**config.mk**
```make
export PLATFORM = sky130hd
export DESIGN_NAME = muldiv_seq
export DESIGN_NICKNAME = d
export VERILOG_FILES = /design/src/rtl/muldiv_pkg.sv /design/src/rtl/muldiv_signfix.sv /design/src/rtl/muldiv_seq.sv
export SDC_FILE = /design/constraint.sdc
export NUM_CORES = 1
export LEC_CHECK = 0
export ABC_AREA = 1
export BUFFER_PORTS_ARGS = -buffer_cell sky130_fd_sc_hd__buf_2
export CELL_PAD_IN_SITES_DETAIL_PLACEMENT = 1
export CELL_PAD_IN_SITES_GLOBAL_PLACEMENT = 1
export CORE_MARGIN = 2
export CORE_UTILIZATION = 34
export CTS_CLUSTER_SIZE = 12
export DETAILED_ROUTE_END_ITERATION = 10
export GPL_TIMING_DRIVEN = 0
export PLACE_DENSITY_LB_ADDON = 0.1
export SLEW_MARGIN = 20
export SYNTH_ARGS = -nofsm -noshare
export SYNTH_HDL_FRONTEND = slang
export SYNTH_SLANG_ARGS = --single-unit
```
**constraint.sdc**
```tcl
create_clock -name clk -period 1.5 [get_ports clk]
set_input_delay 0.075 -clock clk [delete_from_list [all_inputs] [get_ports clk]]
set_output_delay 0.075 -clock clk [all_outputs]
set_load 0.005 [all_outputs]
```
**src/rtl/muldiv_pkg.sv**
```systemverilog
// muldiv_pkg: shared definitions for the M-extension sequencer.
//   op_e       - funct3 encodings of the eight RV32M operations
//   state_e    - sequencer FSM states
//   WDOG_LIMIT - cycles allowed in WAIT/DRAIN before the core is presumed hung
//   INT_MIN, ALL_ONES - constants used by the divide corner cases
package muldiv_pkg;

  typedef enum logic [2:0] {
    OP_MUL    = 3'd0,
    OP_MULH   = 3'd1,
    OP_MULHSU = 3'd2,
    OP_MULHU  = 3'd3,
    OP_DIV    = 3'd4,
    OP_DIVU   = 3'd5,
    OP_REM    = 3'd6,
    OP_REMU   = 3'd7
  } op_e;

  typedef enum logic [2:0] {
    S_IDLE   = 3'd0,
    S_LAUNCH = 3'd1,
    S_WAIT   = 3'd2,
    S_RESP   = 3'd3,
    S_DRAIN  = 3'd4
  } state_e;

  localparam logic [5:0]  WDOG_LIMIT = 6'd40;
  localparam logic [31:0] INT_MIN    = 32'h8000_0000;
  localparam logic [31:0] ALL_ONES   = 32'hFFFF_FFFF;

endpackage

```
**src/rtl/muldiv_signfix.sv**
```systemverilog
// muldiv_signfix: purely combinational sign handling around the unsigned core.
// Request side (from the live request):
//   op, rs1, rs2      -> mag_a, mag_b (unsigned magnitudes), core_mode,
//                        neg_flag (result must be negated), corner/corner_data
//                        (divide-by-zero and signed overflow bypass the core)
// Result side (from the registered request):
//   fix_op, fix_neg, core_out -> fix_data (final 32-bit architectural result)
module muldiv_signfix
  import muldiv_pkg::*;
(
  input  op_e         op,
  input  logic [31:0] rs1,
  input  logic [31:0] rs2,
  output logic [31:0] mag_a,
  output logic [31:0] mag_b,
  output logic        core_mode,
  output logic        neg_flag,
  output logic        corner,
  output logic [31:0] corner_data,
  input  op_e         fix_op,
  input  logic        fix_neg,
  input  logic [63:0] core_out,
  output logic [31:0] fix_data
);

  logic        a_signed;
  logic        b_signed;
  logic        div_zero;
  logic        div_ovf;
  logic [63:0] prod_fix;
  logic [31:0] quot;
  logic [31:0] rem;

  // Magnitude formation, negation flag and bypass detection for a new request.
  // The magnitude of 0x80000000 is 0x80000000, which is correct when read unsigned.
  always_comb begin
    a_signed  = (op == OP_MULH) || (op == OP_MULHSU) || (op == OP_DIV) || (op == OP_REM);
    b_signed  = (op == OP_MULH) || (op == OP_DIV) || (op == OP_REM);
    mag_a     = (a_signed && rs1[31]) ? (~rs1 + 32'd1) : rs1;
    mag_b     = (b_signed && rs2[31]) ? (~rs2 + 32'd1) : rs2;
    core_mode = op[2];

    case (op)
      OP_MULH, OP_DIV:   neg_flag = rs1[31] ^ rs2[31];
      OP_MULHSU, OP_REM: neg_flag = rs1[31];
      default:           neg_flag = 1'b0;
    endcase

    div_zero = op[2] && (rs2 == 32'd0);
    div_ovf  = ((op == OP_DIV) || (op == OP_REM)) && (rs1 == INT_MIN) && (rs2 == ALL_ONES);
    corner   = div_zero || div_ovf;

    corner_data = 32'd0;
    if (div_zero) begin
      corner_data = ((op == OP_DIV) || (op == OP_DIVU)) ? ALL_ONES : rs1;
    end else if (div_ovf) begin
      corner_data = (op == OP_DIV) ? INT_MIN : 32'd0;
    end
  end

  // Post-correction of the unsigned core result. High-half multiplies need the
  // full 64-bit negation so the borrow from the low half reaches the upper word.
  always_comb begin
    prod_fix = fix_neg ? (~core_out + 64'd1) : core_out;
    quot     = core_out[31:0];
    rem      = core_out[63:32];
    case (fix_op)
      OP_MUL:            fix_data = core_out[31:0];
      OP_MULH, OP_MULHSU: fix_data = prod_fix[63:32];
      OP_MULHU:          fix_data = core_out[63:32];
      OP_DIV:            fix_data = fix_neg ? (~quot + 32'd1) : quot;
      OP_DIVU:           fix_data = quot;
      OP_REM:            fix_data = fix_neg ? (~rem + 32'd1) : rem;
      OP_REMU:           fix_data = rem;
      default:           fix_data = 32'd0;
    endcase
  end

endmodule

```
**src/rtl/muldiv_seq.sv**
```systemverilog
// muldiv_seq: sequencer between the EX stage and an iterative unsigned
// multiply/divide core.
//   clk, rst_n                     - clock, asynchronous active-low reset
//   req_valid/req_ready, op, rs1, rs2 - request from EX (op in funct3 encoding)
//   flush                          - kill the in-flight operation
//   stall_o                        - hold the pipeline
//   resp_valid, resp_data          - one-cycle result strobe and result
//   core_valid, core_mode, core_a, core_b - start command to the core
//   core_ready, core_out           - core completion (mult: product, div: {rem, quot})
//   core_timeout                   - one-cycle watchdog error pulse
module muldiv_seq
  import muldiv_pkg::*;
(
  input  logic        clk,
  input  logic        rst_n,
  input  logic        req_valid,
  output logic        req_ready,
  input  logic [2:0]  op,
  input  logic [31:0] rs1,
  input  logic [31:0] rs2,
  input  logic        flush,
  output logic        stall_o,
  output logic        resp_valid,
  output logic [31:0] resp_data,
  output logic        core_valid,
  output logic        core_mode,
  output logic [31:0] core_a,
  output logic [31:0] core_b,
  input  logic        core_ready,
  input  logic [63:0] core_out,
  output logic        core_timeout
);

  state_e      state_q, state_d;
  op_e         op_q;
  logic [31:0] a_q, b_q, resp_q;
  logic        mode_q, neg_q;
  logic [5:0]  wdog_q;

  logic [31:0] mag_a, mag_b, corner_data, fix_data;
  logic        mode_c, neg_c, corner;
  logic        accept, load_req, load_corner, load_result, timeout;
  logic        in_wd_q, in_wd_d;

  muldiv_signfix u_signfix (
    .op          (op_e'(op)),
    .rs1         (rs1),
    .rs2         (rs2),
    .mag_a       (mag_a),
    .mag_b       (mag_b),
    .core_mode   (mode_c),
    .neg_flag    (neg_c),
    .corner      (corner),
    .corner_data (corner_data),
    .fix_op      (op_q),
    .fix_neg     (neg_q),
    .core_out    (core_out),
    .fix_data    (fix_data)
  );

  // rst_n gates req_ready so it reads 0 while reset is held, not just after.
  assign req_ready    = rst_n && (state_q == S_IDLE) && !flush;
  assign resp_valid   = (state_q == S_RESP) && !flush;
  assign resp_data    = resp_q;
  assign core_valid   = (state_q == S_LAUNCH);
  assign core_mode    = mode_q;
  assign core_a       = a_q;
  assign core_b       = b_q;
  assign core_timeout = timeout;
  assign stall_o      = accept || (state_q == S_LAUNCH) || (state_q == S_WAIT) ||
                        (state_q == S_DRAIN);

  // Next-state logic. The core cannot abort, so a flush while it is busy parks
  // in DRAIN until core_ready; a flush coinciding with core_ready goes straight
  // home. A result arriving on the watchdog's last cycle still wins.
  always_comb begin
    state_d     = state_q;
    accept      = 1'b0;
    load_req    = 1'b0;
    load_corner = 1'b0;
    load_result = 1'b0;
    timeout     = 1'b0;
    case (state_q)
      S_IDLE: begin
        if (req_valid && req_ready) begin
          accept = 1'b1;
          if (corner) begin
            load_corner = 1'b1;
            state_d     = S_RESP;
          end else begin
            load_req = 1'b1;
            state_d  = S_LAUNCH;
          end
        end
      end
      S_LAUNCH: state_d = flush ? S_DRAIN : S_WAIT;
      S_WAIT: begin
        if (core_ready) begin
          if (flush) begin
            state_d = S_IDLE;
          end else begin
            load_result = 1'b1;
            state_d     = S_RESP;
          end
        end else if (wdog_q == WDOG_LIMIT) begin
          timeout = 1'b1;
          state_d = S_IDLE;
        end else if (flush) begin
          state_d = S_DRAIN;
        end
      end
      S_RESP: state_d = S_IDLE;
      S_DRAIN: begin
        if (core_ready) begin
          state_d = S_IDLE;
        end else if (wdog_q == WDOG_LIMIT) begin
          timeout = 1'b1;
          state_d = S_IDLE;
        end
      end
      default: state_d = S_IDLE;
    endcase
  end

  assign in_wd_q = (state_q == S_WAIT) || (state_q == S_DRAIN);
  assign in_wd_d = (state_d == S_WAIT) || (state_d == S_DRAIN);

  // State, request capture, result capture and watchdog. The watchdog keeps
  // counting across WAIT->DRAIN and clears on any exit from that pair.
  always_ff @(posedge clk or negedge rst_n) begin
    if (!rst_n) begin
      state_q <= S_IDLE;
      op_q    <= OP_MUL;
      a_q     <= 32'd0;
      b_q     <= 32'd0;
      mode_q  <= 1'b0;
      neg_q   <= 1'b0;
      resp_q  <= 32'd0;
      wdog_q  <= 6'd0;
    end else begin
      state_q <= state_d;
      if (load_req) begin
        op_q   <= op_e'(op);
        a_q    <= mag_a;
        b_q    <= mag_b;
        mode_q <= mode_c;
        neg_q  <= neg_c;
      end
      if (load_corner) begin
        resp_q <= corner_data;
      end else if (load_result) begin
        resp_q <= fix_data;
      end
      wdog_q <= (in_wd_q && in_wd_d) ? (wdog_q + 6'd1) : 6'd0;
    end
  end

endmodule

```
; ---- Word-level counts from Yosys, hierarchy flattened
; Index checks and enable logic that the tools add are counted.
[totals]
ff_bits = 110
latchBits = 0
ram_bits = 0
mem_bits_ro = 0
out_inout_bits = 102
word_cells = 113
memories = 0
[op_classes]
n_addsub = 6
n_mul = 0
div = 0
magnitude_cmp = 0
eq_ne = 21
n_shift = 0
mux = 38
n_bitwise = 6
n_reduce_logical = 34
[op_table]
columns = op, count
row1 = 32-bit two-way mux, 10
row2 = 32-bit one-hot mux with 5 select lines, 1
row3 = 32-bit by 1-bit adder with 32-bit output (second input constant), 4
row4 = 32-bit NOT, 4
row5 = 64-bit by 1-bit adder with 64-bit output (second input constant), 1
row6 = 32-bit equality test (second input constant), 2
row7 = 64-bit two-way mux, 1
row8 = 64-bit NOT, 1
row9 = 32-bit logical NOT, 1
row10 = 3-bit equality test (second input constant), 9
row11 = 3-bit two-way mux, 7
row12 = 3-bit by 2-bit equality test with 1-bit output (second input constant), 6
row13 = 1-bit two-way mux, 14
row14 = 1-bit logical OR, 13
row15 = 3-bit one-hot mux with 4 select lines, 1
row16 = 2-bit OR reduction, 6
row17 = 1-bit logical AND, 10
row18 = 3-bit by 1-bit equality test with 1-bit output (second input constant), 3
row19 = 6-bit by 1-bit adder with 6-bit output (second input constant), 1
row20 = 6-bit equality test (second input constant), 1
row21 = 3-bit logical NOT, 2
row22 = 6-bit two-way mux, 1
row23 = 2-bit two-way mux, 2
row24 = 1-bit one-hot mux with 2 select lines, 1
row25 = 3 further kinds, 3

; ---- Logic depth before layout (Yosys ltp)
[logic_depth]
word_depth = 12
ltp_mapped = 15

; ---- By module
; From an unflattened synthesis, not the netlist that was laid out.
[hier_totals]
cells_unflattened = 2001
area_unflattened_um2 = 11380.9
[modules_own_cells]
columns = mod, n_inst, cells_per_inst, area_each_um2, seq_area_each_um2
row1 = muldiv_signfix, 1, 1412, 6466.2, 0.0
row2 = muldiv_seq, 1, 589, 4914.7, 2752.6

; ---- Least setup slack after synthesis
; OpenSTA, ideal clock, no wires.
[synth_path]
path_type = reg2reg
startpoint = reg state_q[2]
endpoint = reg op_q[1]
t_arrival_ns = 1.578
required_time_ns = 1.368
slack_ns = -0.210
stages_incl_launch_ff = 10
n_path_buf = 2
period_less_slack_ns = 1.710
cell_sequence = dfrtp_1 or2_4 nor4_4 nand2_2 inv_6 nand3_4 buf_6 buf_4 nand2_1 o21ai_0
[synth_between]
elab_chain_cells = 6
[synth_rtl]
columns = item, line
row1 = start: declaration, muldiv_seq.sv:34  ; state_e state_q, state_d;
row2 = start signal: assignment, muldiv_seq.sv:141  ; state_q <= state_d;
row3 = 3-bit logical NOT, muldiv_seq.sv:62  ; assign req_ready = rst_n && (state_q == S_IDLE) && !flush;
row4 = 1-bit logical AND (2 in series), muldiv_seq.sv:62
row5 = named net req_ready, muldiv_seq.sv:17  ; output logic req_ready,
row6 = 1-bit logical AND, muldiv_seq.sv:85  ; if (req_valid && req_ready) begin
row7 = 1-bit two-way mux, muldiv_seq.sv:85
row8 = 1-bit two-way mux, muldiv_seq.sv:83  ; case (state_q)
row9 = end signal: assignment, muldiv_seq.sv:143  ; op_q <= op_e'(op);
row10 = end: declaration, muldiv_seq.sv:35  ; op_e op_q;
; The timed path passes the listed nets, and every way through them passes these cells.
; A chain may end at the register's enable or synchronous reset.

; ---- Worst setup path after layout
[layout_path]
startpoint = reg state_q[2]
endpoint = reg resp_q[8] (netlist: resp_data[8])
[layout_between]
elab_chain_cells = 7
word_cells_on_any_way = 10
cone_classes = 1 x eq/ne / 4 x mux / 5 x reduce/logical
[layout_rtl]
columns = item, line
row1 = 3-bit logical NOT, "muldiv_seq.sv:62, muldiv_seq.sv:83"
row2 = 1-bit logical AND (2 in series), muldiv_seq.sv:62
row3 = 1-bit logical AND, muldiv_seq.sv:85
row4 = 1-bit two-way mux, muldiv_seq.sv:85
row5 = 1-bit two-way mux, muldiv_seq.sv:83
row6 = 32-bit two-way mux or 2-bit nonzero test (tied branches), n/a
row7 = end signal: assignment, muldiv_seq.sv:150  ; resp_q <= corner_data;
row8 = end signal: assignment, muldiv_seq.sv:152  ; resp_q <= fix_data;
row9 = end: declaration, muldiv_seq.sv:36  ; logic [31:0] a_q, b_q, resp_q;
; Parallel ways exist; a longest one is shown, timed or not.

==> results.sh <==
export IMPL_setup_viol=110
export IMPL_grt_max_degree=63
export IMPL_hold_viol_final=48
export IMPL_ant_nets=0
export IMPL_first_iter_violations=1035
export IMPL_cts_buffers=9
export IMPL_syn_inst=1836
export IMPL_clk_latency_ps=380
export IMPL_ff2ff_path_depth=9
export IMPL_io_pins=238
export IMPL_violations="hold timing, setup timing"
export IMPL_setup_ws_ps=-512
export IMPL_vias_per_cell=5.48
export IMPL_vias=13904
export IMPL_switchingPower_mw=7.68
export IMPL_hold_buffers=6
export IMPL_htreeDepth=3
export IMPL_synth_fp_nets=1979
export IMPL_final_area_sq_mm=0.0151
export IMPL_rows=65
export IMPL_period_minus_slack_ps=2010
export IMPL_worstPathMaxFanout=9
export IMPL_p_leak_nw=7.24
export IMPL_wl_um=56300
export IMPL_gp_congestion=0.989
export IMPL_dieWidth_um=183
export IMPL_power_frac_seq=0.285
export IMPL_p_int_mw=8.88
export IMPL_synth_area_top_cells="dfrtp_1, nand2_1, nor2_1, nand3_1, inv_1"
export IMPL_port_buffers=237
export IMPL_fin_worst_skew_ps=12.8
export IMPL_pre_cts_ws_ps=-1160
export IMPL_async_flop_share=1.00
export IMPL_clock_sinks=109
export IMPL_worstSetupPathType="reg -> reg"
export IMPL_drc=0
export IMPL_slew_headroom=0.364
export IMPL_p_per_area_mw_per_mm2=1100
export IMPL_cts_tree="done"
export IMPL_power_mw=16.6
export IMPL_fin_util=0.478
export IMPL_core_sq_mm=0.0316
export IMPL_finalHoldWorstSlack_ps=-371
export IMPL_netlist_area_sq_mm=0.0109
export IMPL_placed_area_sq_mm=0.0128
export IMPL_cts_root_buf="clkbuf_16"
export IMPL_ys_seq_area_frac=0.250
export IMPL_r2r_end="resp_data[8]"
export IMPL_fmax_mhz=497
export IMPL_yosys_warnings=0
export IMPL_dominantRegCellSynth="dfrtp_1"
export IMPL_setup_tns_ps=-41080
export IMPL_die_h_um=183
export IMPL_required_ps=1810
export IMPL_rsz0062_at_grt="true"
export IMPL_r2r_slack_ps=-510
export IMPL_post_route_period_util=1.34
export IMPL_clkPwrFrac=0.173
export IMPL_die_area_sq_mm=0.0335
export IMPL_worst_r2r_startpoint="state_q[2]"
export IMPL_dpl_hpwl_um=43700
export IMPL_cp_data_arrival_time_ps=2320
export IMPL_path_clk_slew_ps=80
export IMPL_area_growth_syn_to_layout_pct=38.2
export IMPL_cp_start_kind="register"
export IMPL_syn_avg_cell_area_sq_um=5.94
export IMPL_synth_edf_count=0
export IMPL_ys_seq_elements=109
export IMPL_synth_cell_types=57
export IMPL_cap_viol_max_count=0
export IMPL_finalMaxSlewViolations=0
export IMPL_status="finished, violations left"
export IMPL_hold_class="in -> async"
export IMPL_grt_pass1_wl_um=83700
export IMPL_endpoint_kind="register"
export IMPL_first_global_vias=13971
export IMPL_p_sw_frac=0.464
export IMPL_worst_pin_slew_ps=954
export IMPL_start_util=0.346
export IMPL_drtPass1Iterations=5
export IMPL_routedWlPerCell_um=22.2
export IMPL_overflow=0
export IMPL_clockBufferDepth=2
export IMPL_synth_top_cell_area_share=0.250
export IMPL_drive_gt1_frac=0.309
export IMPL_antenna_found_initial=2
export IMPL_final_common_cell="nand2_1"
export IMPL_nets=2274
export IMPL_comb_power_share=0.542
export IMPL_ir_drop_uv=696
export IMPL_yosys_area_top_type="dfrtp_1"
export IMPL_layout_common_cells="nand2_1, nor2_1, buf_2"
export IMPL_track_usage=0.331
## cells in the mapped netlist (21+ instances only)
master and instances:
a21oi_1 81, inv_1 165, nand4_1 21, o21ai_0 74, nor3_1 34, dfrtp_1 109
xor2_1 53, nor2_2 23, nand2_1 568, o21ai_1 44, nor2_1 314, a21oi_2 25
nand3_1 139
## final cells by class
class,count,area (sq um)
antenna,1,2.50
buffer,58,693
clock buffer,10,239
clock inverter,6,104
fill,4282,16500
inverter,178,702
multi-input combinational,1490,8210
sequential,109,2730
tap,402,503
timing repair buffer,285,1890
## flip-flops by register name (all words and copies together) (netlist names)
register	cells
resp_data	32
core_b	32
op_q	3
wdog_q	6
core_a	32
neg_q	1
state_q	3
## critical path, cell delays in order, from the launching register on
cell and delay, ps:
dfrtp_1 390, or2_4 250, nor4_4 210, nand2_4 160
inv_8 110, nand3_4 180, buf_8 220, a21oi_2 180
nor2_1 100, a21oi_2 130
## what timing repair did
action | CTS | global route
pin swaps | 14 | 15
endpoints found under the hold margin | 53 | 47
gates resized for setup | 240 | 174
gates cloned | 11 | 1
buffers inserted | 23 | 7
endpoints found under the setup margin | 110 | 114
## worst max-delay path by stage
stage                          start             to  slack (ps)  cells after the start
after floorplan           state_q[2]      core_b[3]        -210                      9
after global placement         rst_n   resp_data[4]       -2400                     10
after detailed placement     op_q[0]  resp_data[15]       -1160                     10
after CTS                 state_q[2]  resp_data[20]        -460                      9
after global routing      state_q[2]   resp_data[8]        -600                      9
final                     state_q[2]   resp_data[8]        -510                      9
## stage by stage
stage / hold slack, ps / cells
floorplan: -221 / 1836
global placement: 375 / 2475
detailed placement: 50.3 / 2476
CTS: -363 / 2532
global route: -342 / 2539
finish: -371 / 2539
## metal layers
layer | vias up | GRT usage | part of all wire
met5 | - | 0 | 0.00023
met3 | 100 | 0.0373 | 0.066
met2 | 520 | 0.543 | 0.46
met4 | 2 | 0.0858 | 0.028
li1 | 6502 | - | -
met1 | 6780 | 0.462 | 0.45
## power groups by stage
stage                     Clock [mW]  Sequential [mW]  Combinational (mW)
final                           2.86             4.72                8.97
after global routing            3.00             4.82                9.74
after CTS                       2.92             4.58                8.32
after detailed placement           0             4.54                7.39
after global placement             0             4.49                7.24
after floorplan                    0             4.48                3.99
## kinds of logic (layout without fill, tap and decap cells)
| group | count (synthesis) | count (layout) | synth area share |
|---|---|---|---|
| and+or+nand+nor | 1151 | 1151 | 0.455 |
| AOI/OAI and AO/OA | 268 | 268 | 0.140 |
| buffers and inverters | 237 | 537 | 0.0952 |
| DFF | 109 | 109 | 0.250 |
| xor gates and xnor gates | 64 | 64 | 0.0514 |
| adders and majority gates | 7 | 7 | 0.00803 |
| other | 0 | 1 | 0 |
Note: power is estimated with default switching activity, not from simulation.
